$ cat src/rtl/alu_iter_if.sv
// Request/response bundle for the iterative ALU: operation handshake in,
// result handshake out, plus the hi/lo registers and status flags.
interface alu_iter_if #(
  parameter int WIDTH = 32
);
  logic             in_valid;
  logic             in_ready;
  logic [3:0]       op;
  logic [WIDTH-1:0] a;
  logic [WIDTH-1:0] b;
  logic             out_valid;
  logic             out_ready;
  logic [WIDTH-1:0] result;
  logic [WIDTH-1:0] hi;
  logic [WIDTH-1:0] lo;
  logic             overflow;
  logic             zero;
  logic             div_zero;

  modport master (
    output in_valid, op, a, b, out_ready,
    input  in_ready, out_valid, result, hi, lo, overflow, zero, div_zero
  );

  modport slave (
    input  in_valid, op, a, b, out_ready,
    output in_ready, out_valid, result, hi, lo, overflow, zero, div_zero
  );
endinterface

$ cat src/rtl/alu_iter.sv
// Iterative ALU: single-cycle arithmetic/logic/shift ops, plus radix-2
// shift-add multiply and restoring divide that run one step per clock.
module alu_iter #(
  parameter int WIDTH = 32,
  parameter int SHW   = $clog2(WIDTH)
) (
  input  logic         clk,
  input  logic         rst_n,
  alu_iter_if.slave    bus
);

  typedef enum logic [3:0] {
    OP_ADDU = 4'b0000, OP_ADD  = 4'b0001, OP_SUBU = 4'b0010, OP_SUB   = 4'b0011,
    OP_NAND = 4'b0100, OP_NOR  = 4'b0101, OP_MULTU = 4'b0110, OP_SLL  = 4'b0111,
    OP_SRL  = 4'b1000, OP_SLA  = 4'b1001, OP_SRA  = 4'b1010, OP_MULT  = 4'b1011,
    OP_DIVU = 4'b1100, OP_DIV  = 4'b1101, OP_SLT  = 4'b1110, OP_SLTU  = 4'b1111
  } op_e;

  typedef enum logic [1:0] {IDLE, ITER, HOLD} state_e;

  localparam logic [SHW-1:0] LAST_STEP = SHW'(WIDTH - 1);

  function automatic logic is_iter(op_e o);
    return (o == OP_MULTU) || (o == OP_MULT) || (o == OP_DIVU) || (o == OP_DIV);
  endfunction

  function automatic logic is_mul(op_e o);
    return (o == OP_MULTU) || (o == OP_MULT);
  endfunction

  state_e             state_q, state_d;
  op_e                op_q, op_d, op_in;
  logic [WIDTH-1:0]   a_q, a_d, b_q, b_d, m_q, m_d;
  logic [2*WIDTH-1:0] acc_q, acc_d;
  logic [SHW-1:0]     cnt_q, cnt_d;
  logic               neg_q, neg_d, rneg_q, rneg_d;
  logic [WIDTH-1:0]   result_q, result_d, hi_q, hi_d, lo_q, lo_d;
  logic               overflow_q, overflow_d, zero_q, zero_d, div_zero_q, div_zero_d;
  logic               out_valid_q, out_valid_d, rdy_q;
  logic               in_ready;

  // Operand conditioning at acceptance: signed ops run on magnitudes.
  logic               sgn_in, a_neg, b_neg;
  logic [WIDTH-1:0]   a_mag, b_mag;

  // One iteration step for each engine.
  logic [WIDTH:0]     mul_sum, div_sh, div_trial;
  logic [2*WIDTH-1:0] mul_next, div_next, prod_fix;
  logic [WIDTH-1:0]   quo_fix, rem_fix;

  // Single-cycle datapath on the latched operands.
  logic [WIDTH-1:0]   sum, diff, alu;
  logic               alu_ov;
  logic [SHW-1:0]     sh;

  assign in_ready = (state_q == IDLE) && !out_valid_q && rdy_q;

  assign op_in  = op_e'(bus.op);
  assign sgn_in = (op_in == OP_MULT) || (op_in == OP_DIV);
  assign a_neg  = sgn_in & bus.a[WIDTH-1];
  assign b_neg  = sgn_in & bus.b[WIDTH-1];
  assign a_mag  = a_neg ? -bus.a : bus.a;
  assign b_mag  = b_neg ? -bus.b : bus.b;

  assign mul_sum   = {1'b0, acc_q[2*WIDTH-1:WIDTH]} + (acc_q[0] ? {1'b0, m_q} : '0);
  assign mul_next  = {mul_sum, acc_q[WIDTH-1:1]};
  assign div_sh    = {acc_q[2*WIDTH-1:WIDTH], acc_q[WIDTH-1]};
  assign div_trial = div_sh - {1'b0, m_q};
  assign div_next  = div_trial[WIDTH] ? {div_sh[WIDTH-1:0], acc_q[WIDTH-2:0], 1'b0}
                                      : {div_trial[WIDTH-1:0], acc_q[WIDTH-2:0], 1'b1};

  assign prod_fix = neg_q  ? -acc_q : acc_q;
  assign quo_fix  = neg_q  ? -acc_q[WIDTH-1:0] : acc_q[WIDTH-1:0];
  assign rem_fix  = rneg_q ? -acc_q[2*WIDTH-1:WIDTH] : acc_q[2*WIDTH-1:WIDTH];

  assign sum  = a_q + b_q;
  assign diff = a_q - b_q;
  assign sh   = b_q[SHW-1:0];

  always_comb begin
    alu    = '0;
    alu_ov = 1'b0;
    unique case (op_q)
      OP_ADDU:         alu = sum;
      OP_ADD: begin
        alu    = sum;
        alu_ov = (a_q[WIDTH-1] == b_q[WIDTH-1]) && (sum[WIDTH-1] != a_q[WIDTH-1]);
      end
      OP_SUBU:         alu = diff;
      OP_SUB: begin
        alu    = diff;
        alu_ov = (a_q[WIDTH-1] != b_q[WIDTH-1]) && (diff[WIDTH-1] != a_q[WIDTH-1]);
      end
      OP_NAND:         alu = ~(a_q & b_q);
      OP_NOR:          alu = ~(a_q | b_q);
      OP_SLL, OP_SLA:  alu = a_q << sh;
      OP_SRL:          alu = a_q >> sh;
      OP_SRA:          alu = $signed(a_q) >>> sh;
      OP_SLT:          alu[0] = $signed(a_q) < $signed(b_q);
      OP_SLTU:         alu[0] = a_q < b_q;
      default:         alu = '0;
    endcase
  end

  // NOTE: every _d starts from its _q so no path through this block infers a latch.
  always_comb begin
    state_d     = state_q;
    op_d        = op_q;
    a_d         = a_q;
    b_d         = b_q;
    m_d         = m_q;
    acc_d       = acc_q;
    cnt_d       = cnt_q;
    neg_d       = neg_q;
    rneg_d      = rneg_q;
    result_d    = result_q;
    hi_d        = hi_q;
    lo_d        = lo_q;
    overflow_d  = overflow_q;
    zero_d      = zero_q;
    div_zero_d  = div_zero_q;
    out_valid_d = out_valid_q;

    unique case (state_q)
      IDLE: begin
        if (bus.in_valid && in_ready) begin
          op_d   = op_in;
          a_d    = bus.a;
          b_d    = bus.b;
          cnt_d  = '0;
          neg_d  = a_neg ^ b_neg;
          rneg_d = a_neg;
          if (is_mul(op_in)) begin
            m_d   = a_mag;
            acc_d = {{WIDTH{1'b0}}, b_mag};
          end else begin
            m_d   = b_mag;
            acc_d = {{WIDTH{1'b0}}, a_mag};
          end
          state_d = is_iter(op_in) ? ITER : HOLD;
        end
      end
      ITER: begin
        acc_d = is_mul(op_q) ? mul_next : div_next;
        cnt_d = cnt_q + 1'b1;
        if (cnt_q == LAST_STEP) state_d = HOLD;
      end
      HOLD: begin
        if (!out_valid_q) begin
          // First HOLD cycle publishes the result; later cycles just wait.
          out_valid_d = 1'b1;
          overflow_d  = 1'b0;
          div_zero_d  = 1'b0;
          if (is_mul(op_q)) begin
            result_d = '0;
            hi_d     = prod_fix[2*WIDTH-1:WIDTH];
            lo_d     = prod_fix[WIDTH-1:0];
            zero_d   = (prod_fix[WIDTH-1:0] == '0);
          end else if (is_iter(op_q)) begin
            result_d = '0;
            if (b_q == '0) begin
              div_zero_d = 1'b1;
              hi_d       = a_q;
              lo_d       = '1;
              zero_d     = 1'b0;
            end else begin
              hi_d   = rem_fix;
              lo_d   = quo_fix;
              zero_d = (quo_fix == '0);
            end
          end else begin
            result_d   = alu;
            overflow_d = alu_ov;
            zero_d     = (alu == '0);
          end
        end else if (bus.out_ready) begin
          out_valid_d = 1'b0;
          state_d     = IDLE;
        end
      end
      default: state_d = IDLE;
    endcase
  end

  // NOTE: sequential state uses <= so all registers update from pre-edge values.
  always_ff @(posedge clk or negedge rst_n) begin
    if (!rst_n) begin
      state_q     <= IDLE;
      op_q        <= OP_ADDU;
      a_q         <= '0;
      b_q         <= '0;
      m_q         <= '0;
      acc_q       <= '0;
      cnt_q       <= '0;
      neg_q       <= 1'b0;
      rneg_q      <= 1'b0;
      result_q    <= '0;
      hi_q        <= '0;
      lo_q        <= '0;
      overflow_q  <= 1'b0;
      zero_q      <= 1'b0;
      div_zero_q  <= 1'b0;
      out_valid_q <= 1'b0;
      rdy_q       <= 1'b0;
    end else begin
      state_q     <= state_d;
      op_q        <= op_d;
      a_q         <= a_d;
      b_q         <= b_d;
      m_q         <= m_d;
      acc_q       <= acc_d;
      cnt_q       <= cnt_d;
      neg_q       <= neg_d;
      rneg_q      <= rneg_d;
      result_q    <= result_d;
      hi_q        <= hi_d;
      lo_q        <= lo_d;
      overflow_q  <= overflow_d;
      zero_q      <= zero_d;
      div_zero_q  <= div_zero_d;
      out_valid_q <= out_valid_d;
      rdy_q       <= 1'b1;
    end
  end

  assign bus.in_ready  = in_ready;
  assign bus.out_valid = out_valid_q;
  assign bus.result    = result_q;
  assign bus.hi        = hi_q;
  assign bus.lo        = lo_q;
  assign bus.overflow  = overflow_q;
  assign bus.zero      = zero_q;
  assign bus.div_zero  = div_zero_q;

endmodule

$ cat src/flat_wrapper.sv
// flat-port wrapper written by rule: the top's interface ports become plain ports
module alu_iter_flat 
#(
  parameter int WIDTH = 32,
  parameter int SHW   = $clog2(WIDTH)
)
  (clk, rst_n, bus_in_valid, bus_op, bus_a, bus_b, bus_out_ready, bus_in_ready, bus_out_valid, bus_result, bus_hi, bus_lo, bus_overflow, bus_zero, bus_div_zero);
  alu_iter_if #(.WIDTH(WIDTH)) bus_i ();
  input  logic clk;
  input  logic rst_n;
  input wire logic [$bits(bus_i.in_valid)-1:0] bus_in_valid;
  input wire logic [$bits(bus_i.op)-1:0] bus_op;
  input wire logic [$bits(bus_i.a)-1:0] bus_a;
  input wire logic [$bits(bus_i.b)-1:0] bus_b;
  input wire logic [$bits(bus_i.out_ready)-1:0] bus_out_ready;
  output wire logic [$bits(bus_i.in_ready)-1:0] bus_in_ready;
  output wire logic [$bits(bus_i.out_valid)-1:0] bus_out_valid;
  output wire logic [$bits(bus_i.result)-1:0] bus_result;
  output wire logic [$bits(bus_i.hi)-1:0] bus_hi;
  output wire logic [$bits(bus_i.lo)-1:0] bus_lo;
  output wire logic [$bits(bus_i.overflow)-1:0] bus_overflow;
  output wire logic [$bits(bus_i.zero)-1:0] bus_zero;
  output wire logic [$bits(bus_i.div_zero)-1:0] bus_div_zero;
  assign bus_i.in_valid = bus_in_valid;
  assign bus_i.op = bus_op;
  assign bus_i.a = bus_a;
  assign bus_i.b = bus_b;
  assign bus_i.out_ready = bus_out_ready;
  assign bus_in_ready = bus_i.in_ready;
  assign bus_out_valid = bus_i.out_valid;
  assign bus_result = bus_i.result;
  assign bus_hi = bus_i.hi;
  assign bus_lo = bus_i.lo;
  assign bus_overflow = bus_i.overflow;
  assign bus_zero = bus_i.zero;
  assign bus_div_zero = bus_i.div_zero;
  alu_iter #(.WIDTH(WIDTH), .SHW(SHW)) u_core (.clk(clk), .rst_n(rst_n), .bus(bus_i));
endmodule
$ cat config.mk
export PLATFORM = sky130hd
export DESIGN_NAME = alu_iter_flat
export DESIGN_NICKNAME = d
export VERILOG_FILES = /design/src/rtl/alu_iter_if.sv /design/src/rtl/alu_iter.sv /design/src/flat_wrapper.sv
export SDC_FILE = /design/constraint.sdc
export NUM_CORES = 1
export LEC_CHECK = 0
export CORE_MARGIN = 2
export CORE_UTILIZATION = 55
export DETAILED_ROUTE_END_ITERATION = 7
export PLACE_DENSITY = 0.75
export SLEW_MARGIN = 40
export SYNTH_ARGS = -nofsm -noshare
export SYNTH_HDL_FRONTEND = slang
export SYNTH_SLANG_ARGS = --single-unit
$ cat constraint.sdc
create_clock -name clk -period 6.19 [get_ports clk]
set_clock_uncertainty 0.15 [all_clocks]
set_input_delay 1.238 -clock clk [delete_from_list [all_inputs] [get_ports clk]]
set_output_delay 1.238 -clock clk [all_outputs]
set_load 0.05 [all_outputs]
=== Word level (Yosys, flattened, before mapping) ===
Cells that the tools add are included.

* Add/sub/neg operators: 10
* $lt $le $gt $ge: 2
* Eq/ne operators: 30
* Shift operators: 3
* Muxes and demuxes: 41
* Bitwise gates (word level): 8
* Reduce and logical (&&, ||, !) cells: 29

{| class="wikitable"
|+ Operators with widths
! cell !! number
|-
| $mux W32 || 15
|-
| $mux W64 || 4
|-
| $pmux W31 S7 || 1
|-
| $logic_not A32 Y1 || 4
|-
| $neg A32 Y32 || 4
|-
| $pmux W64 S2 || 1
|-
| $lt A32 B32 Y1 || 2
|-
| $neg A64 Y64 || 1
|-
| $not A32 Y32 || 2
|-
| $eq A4 B4 Y1 const B || 11
|-
| $add A32 B33 Y33 || 1
|-
| $sub A33 B32 Y33 || 1
|-
| $add A32 B32 Y32 || 1
|-
| $and A32 B32 Y32 || 1
|-
| $or A32 B32 Y32 || 1
|-
| $shl A32 B5 Y32 || 1
|-
| $shr A32 B5 Y32 || 1
|-
| $sshr A32 B5 Y32 || 1
|-
| $sub A32 B32 Y32 || 1
|-
| $eq A4 B3 Y1 const B || 5
|-
| $mux W1 || 10
|-
| $mux W2 || 5
|-
| $pmux W5 S2 || 1
|-
| $pmux W1 S9 || 1
|-
| 26 further kinds || 47
|}

* Flip-flop bits (word level): 274
* Output and inout bits: 101
* Logic and storage cells: 140

=== Depth between registers and ports, before layout ===
Gate-level depths: netlist of the first run.

* Depth after elaboration: 7
* Mapped depth: 19

=== Worst setup path after synthesis of the first run ===
OpenSTA, ideal clock, no wires.

* Kind: flip-flop to flip-flop
* Start: reg u_core.b_q[3]
* End: reg u_core.zero_q, in the netlist u_core.bus.zero
* Library setup time: 0.066 ns
* Arrival: 4.651 ns
* Data required time: 5.974 ns
* Setup slack: 1.323 ns
* Cell stages (with the launch flop): 20
* Buffers on the path: 4
* Cells stage by stage: dfrtp_1 inv_1 clkbuf_1 buf_1 clkbuf_1 clkbuf_1 ha_1 nand2b_1 o311a_1 o31a_1 a2111oi_0 mux2i_1 xnor2_1 a211o_1 nor4_1 nand3_1 nor4_1 nand4_1 nor4_1 a41o_1

* Longest elaborated chain between the ends: 6

{| class="wikitable"
|+ RTL lines
! item !! RTL line !! source
|-
| start, declared || alu_iter.sv:33 || <nowiki>logic [WIDTH-1:0] a_q, a_d, b_q, b_d, m_q, m_d;</nowiki>
|-
| start signal, assigned || alu_iter.sv:191 || <nowiki>b_q <= '0;</nowiki>
|-
| start signal, assigned || alu_iter.sv:209 || <nowiki>b_q <= b_d;</nowiki>
|-
| parallel branches: the longest is 4 deep, another holds $sub A32 B32 Y32 || -- ||
|-
| $mux W1 (*) || alu_iter.sv:159 || <nowiki>end else if (is_iter(op_q)) begin</nowiki>
|-
| $mux W1 (*) || alu_iter.sv:154 || <nowiki>if (is_mul(op_q)) begin</nowiki>
|-
| end signal, assigned || alu_iter.sv:219 || <nowiki>zero_q <= zero_d;</nowiki>
|-
| end, declared || alu_iter.sv:38 || <nowiki>logic overflow_q, overflow_d, zero_q, zero_d, div_zero_q, div_zero_d;</nowiki>
|}

Mark *: on every way between the ends.
A chain may end at the register's enable or synchronous reset.

=== Final worst setup path of the first run ===
* Start: reg u_core.a_q[7]
* End: reg u_core.zero_q, in the netlist u_core.bus.zero

* Longest elaborated chain between the ends: 6

{| class="wikitable"
|+ RTL lines
! item !! RTL line !! source
|-
| start, declared || alu_iter.sv:33 ||
|-
| start signal, assigned || alu_iter.sv:190 || <nowiki>a_q <= '0;</nowiki>
|-
| start signal, assigned || alu_iter.sv:208 || <nowiki>a_q <= a_d;</nowiki>
|-
| parallel branches: the longest is 3 deep, another holds $sub A32 B32 Y32 || -- ||
|-
| $logic_not A32 Y1 (*) || alu_iter.sv:174 || <nowiki>zero_d = (alu == '0);</nowiki>
|-
| $mux W1 (*) || alu_iter.sv:159 ||
|-
| $mux W1 (*) || alu_iter.sv:154 ||
|}

Marked as above.

==> impl_metrics.py, run 1 <==
metrics = {
    "setup_path": {
        "required_ps": 6600,
        "crit_arrival_ps": 5850,
        "end_kind": "flip-flop",
        "crit_type": "reg -> reg",
        "startpoint_type": "flip-flop",
        "r2r_start": "u_core.a_q[7]",
        "worstPathMaxFanout": 13,
        "crit_start": "u_core.a_q[7]",
        "reg2reg_slack_ps": 750,
    },
    "routing": {
        "drtPass1Iterations": 6,
        "detail-route-antenna-nets": 0,
        "drt_iter0_markers": 4078,
        "dr_total_vias": 29992,
        "drt-total-wl_mm": 121,
        "drc_errors": 0,
        "wl_per_cell_um": 27.6,
        "vias_per_cell": 6.84,
    },
    "sta": {
        "tightestPinTransition_ps": 1010,
        "setup_viol": 0,
        "fmax_mhz": 184,
        "drv_slew": 0,
        "final_hold_viol_count": 0,
        "relSlewSlack_pct": 32.6,
        "fin_tns_setup_ps": 0,
        "min_period_ps": 5440,
        "postLayoutSetupSlackWorst_ps": 752,
        "rsz0062_at_grt": "no",
        "fin_crit_sh_pct": 87.9,
    },
    "clocking": {
        "cts_sinks": 274,
        "cts_setup_buffers": 0,
        "cts-buffers-inserted": 31,
        "cts_resized": 0,
        "holdBufCountCts": 0,
        "cts_tree": "yes",
        "clockBufferDepth": 3,
        "clk_pin_slew_worst_paths_ps": 60,
        "clockRootBuffer": "clkbuf_16",
        "clk-insertion-delay-late_ps": 630,
        "h-tree-depth": 1,
    },
    "final_layout": {
        "final_area_mm2": 0.0317,
        "final_cells": 4387,
        "fillers": 4645,
        "drive_gt1_share_pct": 9.17,
        "area_delta_synth_final_pct": 11.4,
        "nets": 3928,
        "antenna_cells": 0,
    },
    "logic_synthesis": {
        "synth_commonest_cells": "nand2_1 (455), nor2_1 (362), o21ai_0 (308)",
        "syn_area_mm2": 0.0285,
        "synth.most_common_cell": "nand2_1",
        "yosysWarnings": 0,
        "synth_nets": 3934,
        "yosys.cell_types.count": 85,
        "synth_area_leaders": "dfrtp_1 (24%), ha_1 (7.5%), nand2_1 (6.0%), o21ai_0 (5.4%), mux4_2 (5.2%)",
        "synthCells": 3688,
        "synth-seq-area-share_pct": 24.1,
        "yosys.area.top_type": "dfrtp_1",
        "synth_flop_cell": "dfrtp_1",
        "ys_seq_elements": 274,
        "synth_top_area_share_pct": 24.1,
        "async_flop_share_pct": 100,
        "synth_edf_count": 0,
        "postSynthAreaPerCell_um2": 7.73,
    },
    "pwr": {
        "power.density_mw_per_mm2": 683,
        "p_leak_nw": 13.1,
        "peakVddDrop_uv": 364,
    },
    "global_routing": {
        "grt_pass1_vias": 27925,
        "grt_first_pass_wirelength_mm": 180,
        "track_usage_pct": 44.4,
        "grt_max_degree": 128,
        "antenna_found_initial": 6,
        "grt-ovfl-total": 0,
    },
    "floorplan": {
        "num_rows": 83,
        "die_area_mm2": 0.0536,
        "ios": 173,
        "die_x_um": 232,
        "core_area_mm2": 0.0513,
        "die_y_um": 232,
        "initial_utilization_pct": 55.5,
    },
    "placement": {
        "placed_area_mm2": 0.0307,
        "numPlacedInstances": 4328,
        "routabilityCongestion": 1.09,
        "hpwlAfterDp_mm": 90.7,
        "post-place-ws_ps": 901,
        "port_buffers": 172,
    },
    "job": {
        "max_cap_violations": 0,
    },
    "min_path": {
        "min_from": "u_core.bus.result[25]",
        "hp-class": "reg -> reg",
    },
    "outcome": {
        "status": "finished, final reports clean",
    },
}
==> metal layers <==
layer  vias to the layer above  track usage [%]  share of wire (%)
li1                      13353                -                  -
met1                     14166             56.0                 38
met2                      1951             68.7                 43
met3                       516             8.18                 10
met4                         6             31.7                8.9
met5                         -                0              0.039
==> worst max-delay path, stage by stage, from the launching register on <==
cell and delay (ps):
dfrtp_1 630, inv_1 200, ha_1 560, nor2b_1 100, or3_1 370, o31a_1 380
a2111oi_0 640, mux2i_1 180, xnor2_1 210, a211o_1 350, nor4_1 240, nand3_1 110
nor4_1 540, nand4_1 210, nor4_1 280, a41o_1 210
==> final timing paths <==
path                                         end  cells after the start
min                        u_core.bus.result[25]                      2
max                              u_core.bus.zero                     15
min reg2reg                u_core.bus.result[25]                      2
min in group asynchronous  u_core.bus.result[12]                      1
max in group asynchronous       u_core.acc_q[57]                      2
max reg2reg                      u_core.bus.zero                     15
==> flip-flops by register name, indices dropped and copies added (netlist names) <==
name	cells
u_core.rneg_q	1
u_core.bus.out_valid	1
u_core.bus.overflow	1
u_core.op_q	4
u_core.bus.hi	32
u_core.b_q	32
u_core.bus.result	32
u_core.bus.zero	1
u_core.neg_q	1
u_core.state_q	2
u_core.cnt_q	5
u_core.m_q	32
u_core.bus.lo	32
u_core.a_q	32
u_core.bus.div_zero	1
u_core.acc_q	64
u_core.rdy_q	1
==> cells in the final DEF, fill, tap and decap left out, types with 40 or more instances in the layout <==
| cell type | n |
|---|---|
| mux2_2 | 79 |
| clkdlybuf4s50_1 | 171 |
| mux2i_1 | 69 |
| a31oi_1 | 65 |
| xor2_1 | 86 |
| inv_1 | 162 |
| o21ai_0 | 305 |
| a211oi_1 | 93 |
| dfrtp_1 | 267 |
| a21oi_1 | 283 |
| nand3_1 | 65 |
| o31ai_1 | 40 |
| buf_4 | 73 |
| xnor2_1 | 113 |
| nand2_1 | 451 |
| ha_1 | 170 |
| mux4_2 | 66 |
| nor2_1 | 357 |
| o211ai_1 | 68 |
| nor3_1 | 67 |
==> cell families after synthesis <==
family          after synthesis  share of synthesized area [%]
other cells                   1                         0.0132
flops                       274                           24.1
compound gates             1160                           25.8
xor+xnor                    200                           6.15
fa+ha+maj                   174                           7.75
simple gates               1209                           19.3
mux                         214                           10.8
buf+inv                     456                           6.21
==> through the flow <==
stage / hold slack [ps] / utilization, % / total power [mW]
4_1_cts: 327 / 61.8 / 21.0
5_1_grt: 340 / 61.9 / 22.8
6_report: 320 / 61.9 / 21.7
2_1_floorplan: 299 / - / 13.8
3_5_place_dp: 312 / 59.8 / 19.0
3_3_place_gp: 309 / 59.7 / 19.0
==> layout make-up <==
| type | instances | area (um2) | area share (%) |
|---|---|---|---|
| multi-input cells | 2958 | 20000 | 62.9 |
| clock inverters | 14 | 141 | 0.445 |
| repair buffers | 252 | 2410 | 7.58 |
| clock buffers | 44 | 895 | 2.82 |
| inverters | 165 | 619 | 1.95 |
| well taps | 680 | 851 | 2.68 |
| flip-flops and latches | 274 | 6870 | 21.6 |
==> power breakdown <==
group,switching [mW],leakage (nW),internal [mW]
Clock,0.840,0.517,1.09
Sequential,1.45,3.47,2.52
Combinational,10.2,9.12,5.64
Total,12.4,13.1,9.24
Power figures use the tool's default switching activity.
==> run 2: changes to the inputs <==
--- a/config.mk
+++ b/config.mk
@@ -5,7 +5,7 @@
 export SDC_FILE = /design/constraint.sdc
 export NUM_CORES = 1
 export LEC_CHECK = 0
-export CORE_MARGIN = 2
+export CORE_MARGIN = 5
 export CORE_UTILIZATION = 55
 export DETAILED_ROUTE_END_ITERATION = 7
 export PLACE_DENSITY = 0.75
==> run 2 against run 1 <==
Cell area rose by 0.87%. Wire length is 2.8% lower. Clock power rose by 9%. First-iteration DRC count is 4.0% lower. Setup slack lost 190 ps. Power decreased by 0.11%. Combinational power is essentially flat. Fmax shrank 3.3%. Critical path type unchanged. Highest routed layer unchanged.
==> impl_metrics.py, run 2 (synthesis gave the netlist of run 1 again) <==
metrics = {
    "pwr": {
        "p_sw_mw": 12.2,
        "p_leak_nw": 13.2,
        "power.share.clock_pct": 9.7,
        "seqPwrFrac_pct": 18.1,
        "peakVddDrop_uv": 381,
        "power_frac_comb_pct": 72.2,
        "power.density_mw_per_mm2": 677,
        "swShare_pct": 56.4,
        "p_int_mw": 9.45,
    },
    "setup_path": {
        "end_kind": "flip-flop",
        "required_ps": 6540,
        "path_cells": "inv_1, ha_1, nor2b_1, or3_1, o31a_1, a2111oi_0, mux2i_1, xnor2_1, a211o_1, nor4_1, nand3_1, nor4_1, nand4_1, nor4_1, a41o_1",
        "crit_top_cell": "nor4_1",
        "critical_path_buf_inv_count": 1,
        "crit_type": "reg -> reg",
        "slowest_stage": "a2111oi_0",
        "crit_family": "simple AND/OR/NAND/NOR gates",
        "crit_arrival_ps": 5970,
        "startpoint_type": "flip-flop",
        "critPathMaxStageDelay_ps": 660,
        "worstPathMaxFanout": 13,
    },
    "clocking": {
        "cts-buffers-inserted": 34,
        "cts_sinks": 274,
        "cts_tree": "yes",
        "h-tree-depth": 2,
        "clk_pin_slew_worst_paths_ps": 60,
        "cts_resized": 0,
        "cts_setup_buffers": 0,
        "clk-insertion-delay-late_ps": 580,
        "clockBufferDepth": 3,
        "clockRootBuffer": "clkbuf_16",
        "holdBufCountCts": 0,
    },
    "final_layout": {
        "regMostFlops": "u_core.acc_q",
        "drive_gt1_share_pct": 9.62,
        "area_delta_synth_final_pct": 12.4,
        "final_cells": 4404,
        "nets": 3946,
        "fillers": 4644,
        "layout_commonest_cell": "nand2_1",
        "final_cell_mix": "nand2_1 (450), nor2_1 (359), o21ai_0 (307)",
        "largest_reg_flops": 64,
    },
    "routing": {
        "drt_iter0_markers": 3913,
        "detail-route-antenna-nets": 0,
        "wl_per_cell_um": 26.7,
        "drtPass1Iterations": 6,
        "vias_per_cell": 6.80,
        "drt-total-wl_mm": 118,
        "dr_total_vias": 29939,
        "drc_errors": 0,
    },
    "global_routing": {
        "grt-ovfl-total": 0,
        "grt_first_pass_wirelength_mm": 175,
        "track_usage_pct": 40.1,
        "grt_max_degree": 88,
        "antenna_found_initial": 3,
        "grt_pass1_vias": 28036,
    },
    "placement": {
        "port_buffers": 172,
        "post-place-ws_ps": 893,
        "routabilityCongestion": 1.12,
        "hpwlAfterDp_mm": 89.0,
        "numPlacedInstances": 4344,
    },
    "sta": {
        "rsz0062_at_grt": "no",
        "fin_tns_setup_ps": 0,
        "relSlewSlack_pct": 35.8,
        "fmax_mhz": 178,
        "tightestPinTransition_ps": 963,
        "min_period_ps": 5620,
        "setup_viol": 0,
        "postLayoutSetupSlackWorst_ps": 566,
        "final_hold_viol_count": 0,
        "fin_crit_sh_pct": 90.9,
        "drv_slew": 0,
    },
    "floorplan": {
        "die_area_mm2": 0.0565,
        "die_x_um": 238,
        "die_y_um": 238,
        "initial_utilization_pct": 55.5,
        "ios": 173,
        "num_rows": 83,
        "core_area_mm2": 0.0513,
    },
    "min_path": {
        "hp-class": "reg -> reg",
    },
    "outcome": {
        "status": "finished, final reports clean",
    },
    "job": {
        "max_cap_violations": 0,
    },
}
## run 2: cell count changes in the layout (fill, tap and decap cells not counted), sizes merged
cell    change
clkinv      -7
clkbuf      +2
inv         +5
bufinv      +1
diode       +1
buf        +15
## run 2: power groups by stage
stage	logic [mW]	clock network (mW)	registers (mW)
finish	15.6	2.10	3.92
global route	16.6	2.19	3.97
CTS	15.1	2.12	3.82
detailed placement	15.0	0	3.85
global placement	15.0	0	3.83
floorplan	9.98	0	3.86
## run 2: path summary, 6_finish.rpt
check                                       from               endpoint  slack [ps]  depth (start not counted)
setup / recovery                   u_core.a_q[7]        u_core.bus.zero         570                         15
max in group asynchronous                  rst_n         u_core.op_q[0]        4140                          3
setup reg to reg                   u_core.a_q[7]        u_core.bus.zero         570                         15
min in group asynchronous                  rst_n          u_core.b_q[9]         400                          1
hold / removal             u_core.bus.result[21]  u_core.bus.result[21]         320                          2
hold reg to reg            u_core.bus.result[21]  u_core.bus.result[21]         320                          2
## run 2: final cells by class
| type | instances | area, um2 | area share, % |
|---|---|---|---|
| repair buffers | 267 | 2540 | 7.93 |
| diodes | 1 | 2.50 | 0.00781 |
| flip-flops and latches | 274 | 6870 | 21.4 |
| well taps | 680 | 851 | 2.66 |
| clock inverters | 13 | 204 | 0.637 |
| multi-input cells | 2958 | 20000 | 62.4 |
| clock buffers | 46 | 966 | 3.02 |
| inverters | 165 | 619 | 1.93 |
## run 2: stage by stage
step | util, % | instance area (um2) | hold slack (ps) | power [mW]
2_1_floorplan | - | 28500 | 299 | 13.8
3_3_place_gp | 60.0 | 30800 | 309 | 18.8
3_5_place_dp | 60.1 | 30800 | 313 | 18.9
4_1_cts | 62.3 | 32000 | 326 | 21.1
5_1_grt | 62.4 | 32000 | 352 | 22.8
6_report | 62.4 | 32000 | 319 | 21.7
## run 2: metal layers
| layer | vias to the layer above | wire length [um] | track usage (%) |
|---|---|---|---|
| li1 | 13409 | - | - |
| met1 | 14048 | 43500 | 50.5 |
| met2 | 1943 | 50800 | 61.2 |
| met3 | 537 | 12500 | 8.89 |
| met4 | 2 | 10700 | 28.3 |
| met5 | - | 9 | 0 |
## run 2: worst min-delay path, cell delays in order, from the launching register on
cell     delay [ps]
dfrtp_1         330
nand2_1          50
nand2_1          50
